===== src/rtl/seg_scan_if.sv =====
// Pin-level bundle between a 3-digit scanned 7-segment display and its decoder.
// The display driver is the master; the decoder is the slave.
interface seg_scan_if;
  logic [6:0] seg_in;
  logic [3:0] cathode_in;
  logic [7:0] value;
  logic       value_valid;
  logic       frame_err;
  logic [1:0] err_code;
  logic       locked;

  modport master (
    output seg_in, cathode_in,
    input  value, value_valid, frame_err, err_code, locked
  );

  modport slave (
    input  seg_in, cathode_in,
    output value, value_valid, frame_err, err_code, locked
  );
endinterface


===== src/rtl/seg_scan_decoder.sv =====
// Recovers the 8-bit value shown on a multiplexed 3-digit 7-segment display
// by sampling segments/cathodes, settling each dwell and reassembling H/T/O.
module seg_scan_decoder #(
  parameter int SYNC_STAGES    = 2,
  parameter int SETTLE_CYCLES  = 4,
  parameter int TIMEOUT_CYCLES = 4096
) (
  input  logic       clk,
  input  logic       reset,
  seg_scan_if.slave  bus
);
  localparam int CW = $clog2(SETTLE_CYCLES + 1);
  localparam int TW = $clog2(TIMEOUT_CYCLES + 1);

  typedef enum logic [1:0] {IDLE, GOT_H, GOT_T} state_e;
  typedef enum logic [1:0] {POS_H, POS_T, POS_O, POS_BLANK} pos_e;

  logic [SYNC_STAGES-1:0][10:0] sync_q;
  logic [10:0]   s, s_prev_q;
  logic [CW-1:0] cnt_q, cnt_d;
  logic          capture;

  assign s = sync_q[SYNC_STAGES-1];

  always_ff @(posedge clk or posedge reset) begin
    if (reset) begin
      sync_q   <= '0;
      s_prev_q <= '0;
      cnt_q    <= '0;
    end else begin
      sync_q[0] <= {bus.cathode_in, bus.seg_in};
      for (int i = 1; i < SYNC_STAGES; i++) sync_q[i] <= sync_q[i-1];
      s_prev_q <= s;
      cnt_q    <= cnt_d;
    end
  end

  always_comb begin
    cnt_d = cnt_q;
    if (s != s_prev_q)                       cnt_d = CW'(1);
    else if (cnt_q < CW'(SETTLE_CYCLES))     cnt_d = cnt_q + CW'(1);
  end

  // One capture per dwell: only the edge where the count first hits the target.
  assign capture = (cnt_d == CW'(SETTLE_CYCLES)) && (cnt_q != CW'(SETTLE_CYCLES));

  function automatic logic [4:0] dec7(input logic [6:0] p);
    case (p)
      7'b1111110: dec7 = 5'h10;
      7'b0110000: dec7 = 5'h11;
      7'b1101101: dec7 = 5'h12;
      7'b1111001: dec7 = 5'h13;
      7'b0110011: dec7 = 5'h14;
      7'b1011011: dec7 = 5'h15;
      7'b1011111: dec7 = 5'h16;
      7'b1110000: dec7 = 5'h17;
      7'b1111111: dec7 = 5'h18;
      7'b1110011: dec7 = 5'h19;
      default:    dec7 = 5'h00;
    endcase
  endfunction

  logic [4:0] dec;
  logic       dgood;
  logic [3:0] dig;
  pos_e       pos;
  logic [9:0] sum;

  assign dec   = dec7(s[6:0]);
  assign dgood = dec[4];
  assign dig   = dec[3:0];

  always_comb begin
    case (s[10:7])
      4'b1011: pos = POS_H;
      4'b1101: pos = POS_T;
      4'b1110: pos = POS_O;
      default: pos = POS_BLANK;
    endcase
  end

  state_e        state_q;
  logic [3:0]    h_q, t_q;
  logic [7:0]    value_q;
  logic          vv_q, fe_q, locked_q;
  logic [1:0]    err_q;
  logic [TW-1:0] tmo_q;

  assign sum = 10'(h_q) * 10'd100 + 10'(t_q) * 10'd10 + 10'(dig);

  // Frame assembly, error reporting and lock tracking share one register
  // block so locked moves on the same edge as the pulse that causes it.
  always_ff @(posedge clk or posedge reset) begin
    if (reset) begin
      state_q  <= IDLE;
      h_q      <= '0;
      t_q      <= '0;
      value_q  <= '0;
      vv_q     <= 1'b0;
      fe_q     <= 1'b0;
      err_q    <= 2'b00;
      locked_q <= 1'b0;
      tmo_q    <= '0;
    end else begin
      vv_q <= 1'b0;
      fe_q <= 1'b0;
      if (tmo_q != TW'(TIMEOUT_CYCLES)) tmo_q <= tmo_q + TW'(1);
      if (tmo_q >= TW'(TIMEOUT_CYCLES - 1)) locked_q <= 1'b0;
      if (capture) begin
        case (pos)
          POS_H: begin
            if (dgood) begin
              h_q     <= dig;
              state_q <= GOT_H;
            end else if (state_q != IDLE) begin
              fe_q <= 1'b1; err_q <= 2'b01; locked_q <= 1'b0; state_q <= IDLE;
            end
          end
          POS_T: begin
            if (state_q == GOT_H) begin
              if (dgood) begin
                t_q     <= dig;
                state_q <= GOT_T;
              end else begin
                fe_q <= 1'b1; err_q <= 2'b01; locked_q <= 1'b0; state_q <= IDLE;
              end
            end else if (state_q == GOT_T) begin
              fe_q <= 1'b1; err_q <= 2'b10; locked_q <= 1'b0; state_q <= IDLE;
            end
          end
          POS_O: begin
            if (state_q == GOT_H) begin
              fe_q <= 1'b1; err_q <= 2'b10; locked_q <= 1'b0;
            end else if (state_q == GOT_T) begin
              if (!dgood) begin
                fe_q <= 1'b1; err_q <= 2'b01; locked_q <= 1'b0;
              end else if (sum > 10'd255) begin
                fe_q <= 1'b1; err_q <= 2'b11; locked_q <= 1'b0;
              end else begin
                value_q  <= sum[7:0];
                vv_q     <= 1'b1;
                locked_q <= 1'b1;
                tmo_q    <= '0;
              end
            end
            state_q <= IDLE;
          end
          default: state_q <= IDLE;
        endcase
      end
    end
  end

  assign bus.value       = value_q;
  assign bus.value_valid = vv_q;
  assign bus.frame_err   = fe_q;
  assign bus.err_code    = err_q;
  assign bus.locked      = locked_q;
endmodule


===== src/flat_wrapper.sv =====
// flat-port wrapper written by rule: the top's interface ports become plain ports
module seg_scan_decoder_flat 
#(
  parameter int SYNC_STAGES    = 2,
  parameter int SETTLE_CYCLES  = 4,
  parameter int TIMEOUT_CYCLES = 4096
)
  (clk, reset, bus_seg_in, bus_cathode_in, bus_value, bus_value_valid, bus_frame_err, bus_err_code, bus_locked);
  seg_scan_if bus_i ();
  input  logic clk;
  input  logic reset;
  input wire logic [$bits(bus_i.seg_in)-1:0] bus_seg_in;
  input wire logic [$bits(bus_i.cathode_in)-1:0] bus_cathode_in;
  output wire logic [$bits(bus_i.value)-1:0] bus_value;
  output wire logic [$bits(bus_i.value_valid)-1:0] bus_value_valid;
  output wire logic [$bits(bus_i.frame_err)-1:0] bus_frame_err;
  output wire logic [$bits(bus_i.err_code)-1:0] bus_err_code;
  output wire logic [$bits(bus_i.locked)-1:0] bus_locked;
  assign bus_i.seg_in = bus_seg_in;
  assign bus_i.cathode_in = bus_cathode_in;
  assign bus_value = bus_i.value;
  assign bus_value_valid = bus_i.value_valid;
  assign bus_frame_err = bus_i.frame_err;
  assign bus_err_code = bus_i.err_code;
  assign bus_locked = bus_i.locked;
  seg_scan_decoder #(.SYNC_STAGES(SYNC_STAGES), .SETTLE_CYCLES(SETTLE_CYCLES), .TIMEOUT_CYCLES(TIMEOUT_CYCLES)) u_core (.clk(clk), .reset(reset), .bus(bus_i));
endmodule

===== config.mk =====
export PLATFORM = sky130hd
export DESIGN_NAME = seg_scan_decoder_flat
export DESIGN_NICKNAME = d
export VERILOG_FILES = /design/src/rtl/seg_scan_if.sv /design/src/rtl/seg_scan_decoder.sv /design/src/flat_wrapper.sv
export SDC_FILE = /design/constraint.sdc
export NUM_CORES = 1
export LEC_CHECK = 0
export BUFFER_PORTS_ARGS = -buffer_cell sky130_fd_sc_hd__buf_2
export CAP_MARGIN = 20
export CORE_MARGIN = 8
export CORE_UTILIZATION = 40
export DETAILED_ROUTE_END_ITERATION = 6
export HOLD_SLACK_MARGIN = 0.02
export SYNTH_ARGS = -nofsm -noshare
export SYNTH_HDL_FRONTEND = slang
export SYNTH_SLANG_ARGS = --single-unit
export TNS_END_PERCENT = 50

===== constraint.sdc =====
create_clock -name clk -period 6.17 [get_ports clk]
set_input_delay 0.9255 -clock clk [delete_from_list [all_inputs] [get_ports clk]]
set_output_delay 0.9255 -clock clk [all_outputs]
set_load 0.1 [all_outputs]

==> flow_summary.ini <==
[route]
routed_wl_um = 7220
vias = 2637
dr.pass1.iters = 4
routed_via_density = 4.98
final_antenna_net_count = 0
wl_per_cell_um = 13.6
drc_errors = 0
drt-initial-drc-count = 99

[synthesis]
ys.warnings.count = 0
synth_seq_cells = 72
async_flop_share_pct = 100
synth_ff_type = dfrtp_1
syn_area_um2 = 4050
synthCells = 367
synth_nets = 415
synthDistinctLibCells = 55
synth_edf_count = 0
syn_area_per_cell_um2 = 11.0
synth_seq_area_share_pct = 44.5

[setup_path]
cpLargestDelayFamily = compound AO/OA/AOI/OAI gates
path_class = reg2reg
path_buf_inv = 3
r2r_start = u_core.s[3]$_DFF_PP0_
worstPathRequired_ps = 6410
start_kind = flop
slowest_delay_ps = 530
endpoint_kind = flop
cp-startpoint = u_core.s[3]$_DFF_PP0_
critical_path_arrival_ps = 4530
path_cells = nor2_1 > nand3_1 > a21oi_1 > nor2_1 > fa_1 > inv_1 > ha_1 > inv_1 > fa_1 > nor2b_1 > o21a_1 > a311o_1 > nor3_2 > a31oi_1 > nor3b_2 > buf_4 > mux2_2
crit_fanout = 21
crit_slowest_cell = dfrtp_1

[timing]
final_max_slew_viol_count = 0
tns_ps = 0
fmax_mhz = 233
whs_ps = 354
finalCriticalPeriod_ps = 4290
hold_viol = 0
post-route-period-util_pct = 69.5
relSlewSlack_pct = 40.9
rsz0062_at_grt = false
worst_slew_pin_slew_ps = 887
setup_slack_ps = 1880
setup_viol = 0
finClkSkew_ps = 8.23

[die]
core_um2 = 9820
dieWidth_um = 117
initial_utilization_pct = 41.2
die_h_um = 117
rows = 36
num_io_pins = 26
dieArea_um2 = 13600

[layout]
fill_cells = 963
multiInputGateArea_um2 = 2040
layout.cells.non_filler = 530
fin_util_pct = 45.5
seq_area_um2 = 1800
drive_gt1_share_pct = 18.4
layout.nets = 440
syn2layout_area_growth_pct = 10.3
n_antenna_cell = 0

[clock_tree]
clockRootBuffer = clkbuf_8
clk_pin_slew_ps = 90
clock_sinks = 72
cts_buffer_depth = 2
post_cts_buffers = 0
cts-resized-gates = 0
cts_buffers = 9
cts_tree = done
holdBufCountCts = 0
htreeDepth = 3
clk_latency_ps = 350

[place]
pre_cts_ws_ps = 1900
gp_congestion = 0.840
dp.cells = 514
port_buffers = 25
place_hpwl_um = 5300

[power_and_ir_drop]
p_sw_w = 0.000240
swShare_pct = 25.8
vdd_drop_max_mv = 0.139
pwr-share-clk_pct = 42.3
leakage_nw = 2.13
combPwrFrac_pct = 4.8
p_per_area_nw_per_um2 = 209
internal_power_w = 0.000692
p_seq_share_pct = 53.0

[worst_hold_path]
hold_class = reg2reg
hp-start = u_core.sync_q[8]$_DFF_PP0_

[global_route]
grt_pass1_wl_um = 12600
antenna_found_initial = 0
grt.total_usage_pct = 11.7
grt_max_degree = 73
grt_overflow = 0
grt_pass1_vias = 2706

[run_status]
status = completed

[flow_run]
drv_cap = 0
-- cells in the mapped netlist (6+ instances only) --
cell type | count | area, um^2
nand2b_1 | 7 | 43.8
a31oi_1 | 7 | 43.8
xor2_1 | 23 | 201
o21ai_0 | 7 | 35.0
dfrtp_1 | 72 | 1800
nor3_1 | 6 | 30.0
mux2_2 | 9 | 101
a21oi_1 | 10 | 50.1
xnor2_1 | 9 | 78.8
nand2_1 | 22 | 82.6
buf_6 | 6 | 67.6
nand3_1 | 12 | 60.1
nor2_1 | 29 | 109
inv_1 | 28 | 105
ha_1 | 30 | 375
-- kinds of logic after synthesis --
group | count (synthesis) | synth area share, %
DFF | 72 | 44.5
and+or+nand+nor | 119 | 17.3
buffers and inverters | 41 | 5.01
adders and majority gates | 35 | 11.7
AOI/OAI and AO/OA | 47 | 8.03
xor gates and xnor gates | 33 | 7.51
muxes | 20 | 5.90
-- stage by stage --
stage          area (um^2)  power (W)
3_5_place_dp          4260   0.000549
4_1_cts               4460   0.000952
6_report              4460   0.000932
3_3_place_gp          4260   0.000548
5_1_grt               4460   0.000977
2_1_floorplan         4050   0.000538
-- worst register-to-register path: stages, from the launching register on --
cell     delay [ps]
dfrtp_1         530
nor2_1          230
nand3_1         100
a21oi_1         310
nor2_1          160
fa_1            500
inv_1            40
ha_1            230
inv_1            80
fa_1            200
nor2b_1          50
o21a_1          180
a311o_1         400
nor3_2          190
a31oi_1         110
nor3b_2         210
buf_4           300
mux2_2          370
-- cell usage in the layout, fill, tap and decap left out, drive strengths merged, types with 2 or more instances in the layout --
master and n:
dfrtp 72, inv 32, ha 30, nor2 29, buf 27, xor2 23, nand2 22, mux2 16
nand3 13, a21oi 11, nor3 10, xnor2 9, clkbuf 9, o21ai 8, nand2b 7, a31oi 7
nor4 6, nand3b 5, fa 5, nand4 4, a21o 4, nor2b 4, mux2i 4, and3 4
nor3b 4, o21a 3, o2111ai 3, nor4b 3, a211oi 3, a311o 2, or2 2, o211ai 2
clkinvlp 2
-- layout make-up --
cell class	instances	share of cell area, %
clock inverter	7	1.85
inverter	28	2.35
sequential	72	40.4
multi-input combinational	254	45.8
clock buffer	9	2.77
timing repair buffer	27	3.14
tap	133	3.73
-- per-layer routing --
metal | up-vias | GRT usage [%] | share of wire (%)
li1 | 1319 | - | -
met1 | 1270 | 14.8 | 49
met2 | 36 | 18.2 | 46
met3 | 12 | 2.90 | 3.1
met4 | 0 | 5.63 | 2.3
met5 | - | 0 | 0
-- final timing paths --
kind | to | slack, ps | depth (start not counted)
max | u_core.bus.value[5]$_DFFE_PP0P_ | 1880 | 17
min | u_core.s[8]$_DFF_PP0_ | 350 | 0
max reg2reg | u_core.bus.value[5]$_DFFE_PP0P_ | 1880 | 17
min reg2reg | u_core.s[8]$_DFF_PP0_ | 350 | 0
max in group asynchronous | u_core.bus.value[2]$_DFFE_PP0P_ | 4750 | 3
min in group asynchronous | u_core.sync_q[3]$_DFF_PP0_ | 840 | 3
-- state kept, by name, indices dropped and copies added, names as in the netlist --
| signal | count |
|---|---|
| u_core.sync_q | 11 |
| u_core.h_q | 4 |
| u_core.bus.frame_err | 1 |
| u_core.tmo_q | 13 |
| u_core.s | 11 |
| u_core.bus.locked | 1 |
| u_core.state_q | 2 |
| u_core.t_q | 4 |
| u_core.bus.err_code | 2 |
| u_core.bus.value_valid | 1 |
| u_core.bus.value | 8 |
| u_core.s_prev_q | 11 |
| u_core.cnt_q | 3 |
-- power by group through the flow --
stage	Sequential, W	Combinational [W]	Clock [W]
after CTS	0.000494	0.0000454	0.000412
after global routing	0.000496	0.0000513	0.000430
after global placement	0.000503	0.0000448	0
after floorplan	0.000497	0.0000409	0
final	0.000494	0.0000443	0.000394
after detailed placement	0.000504	0.0000453	0
(Power assumes the default switching activity.)
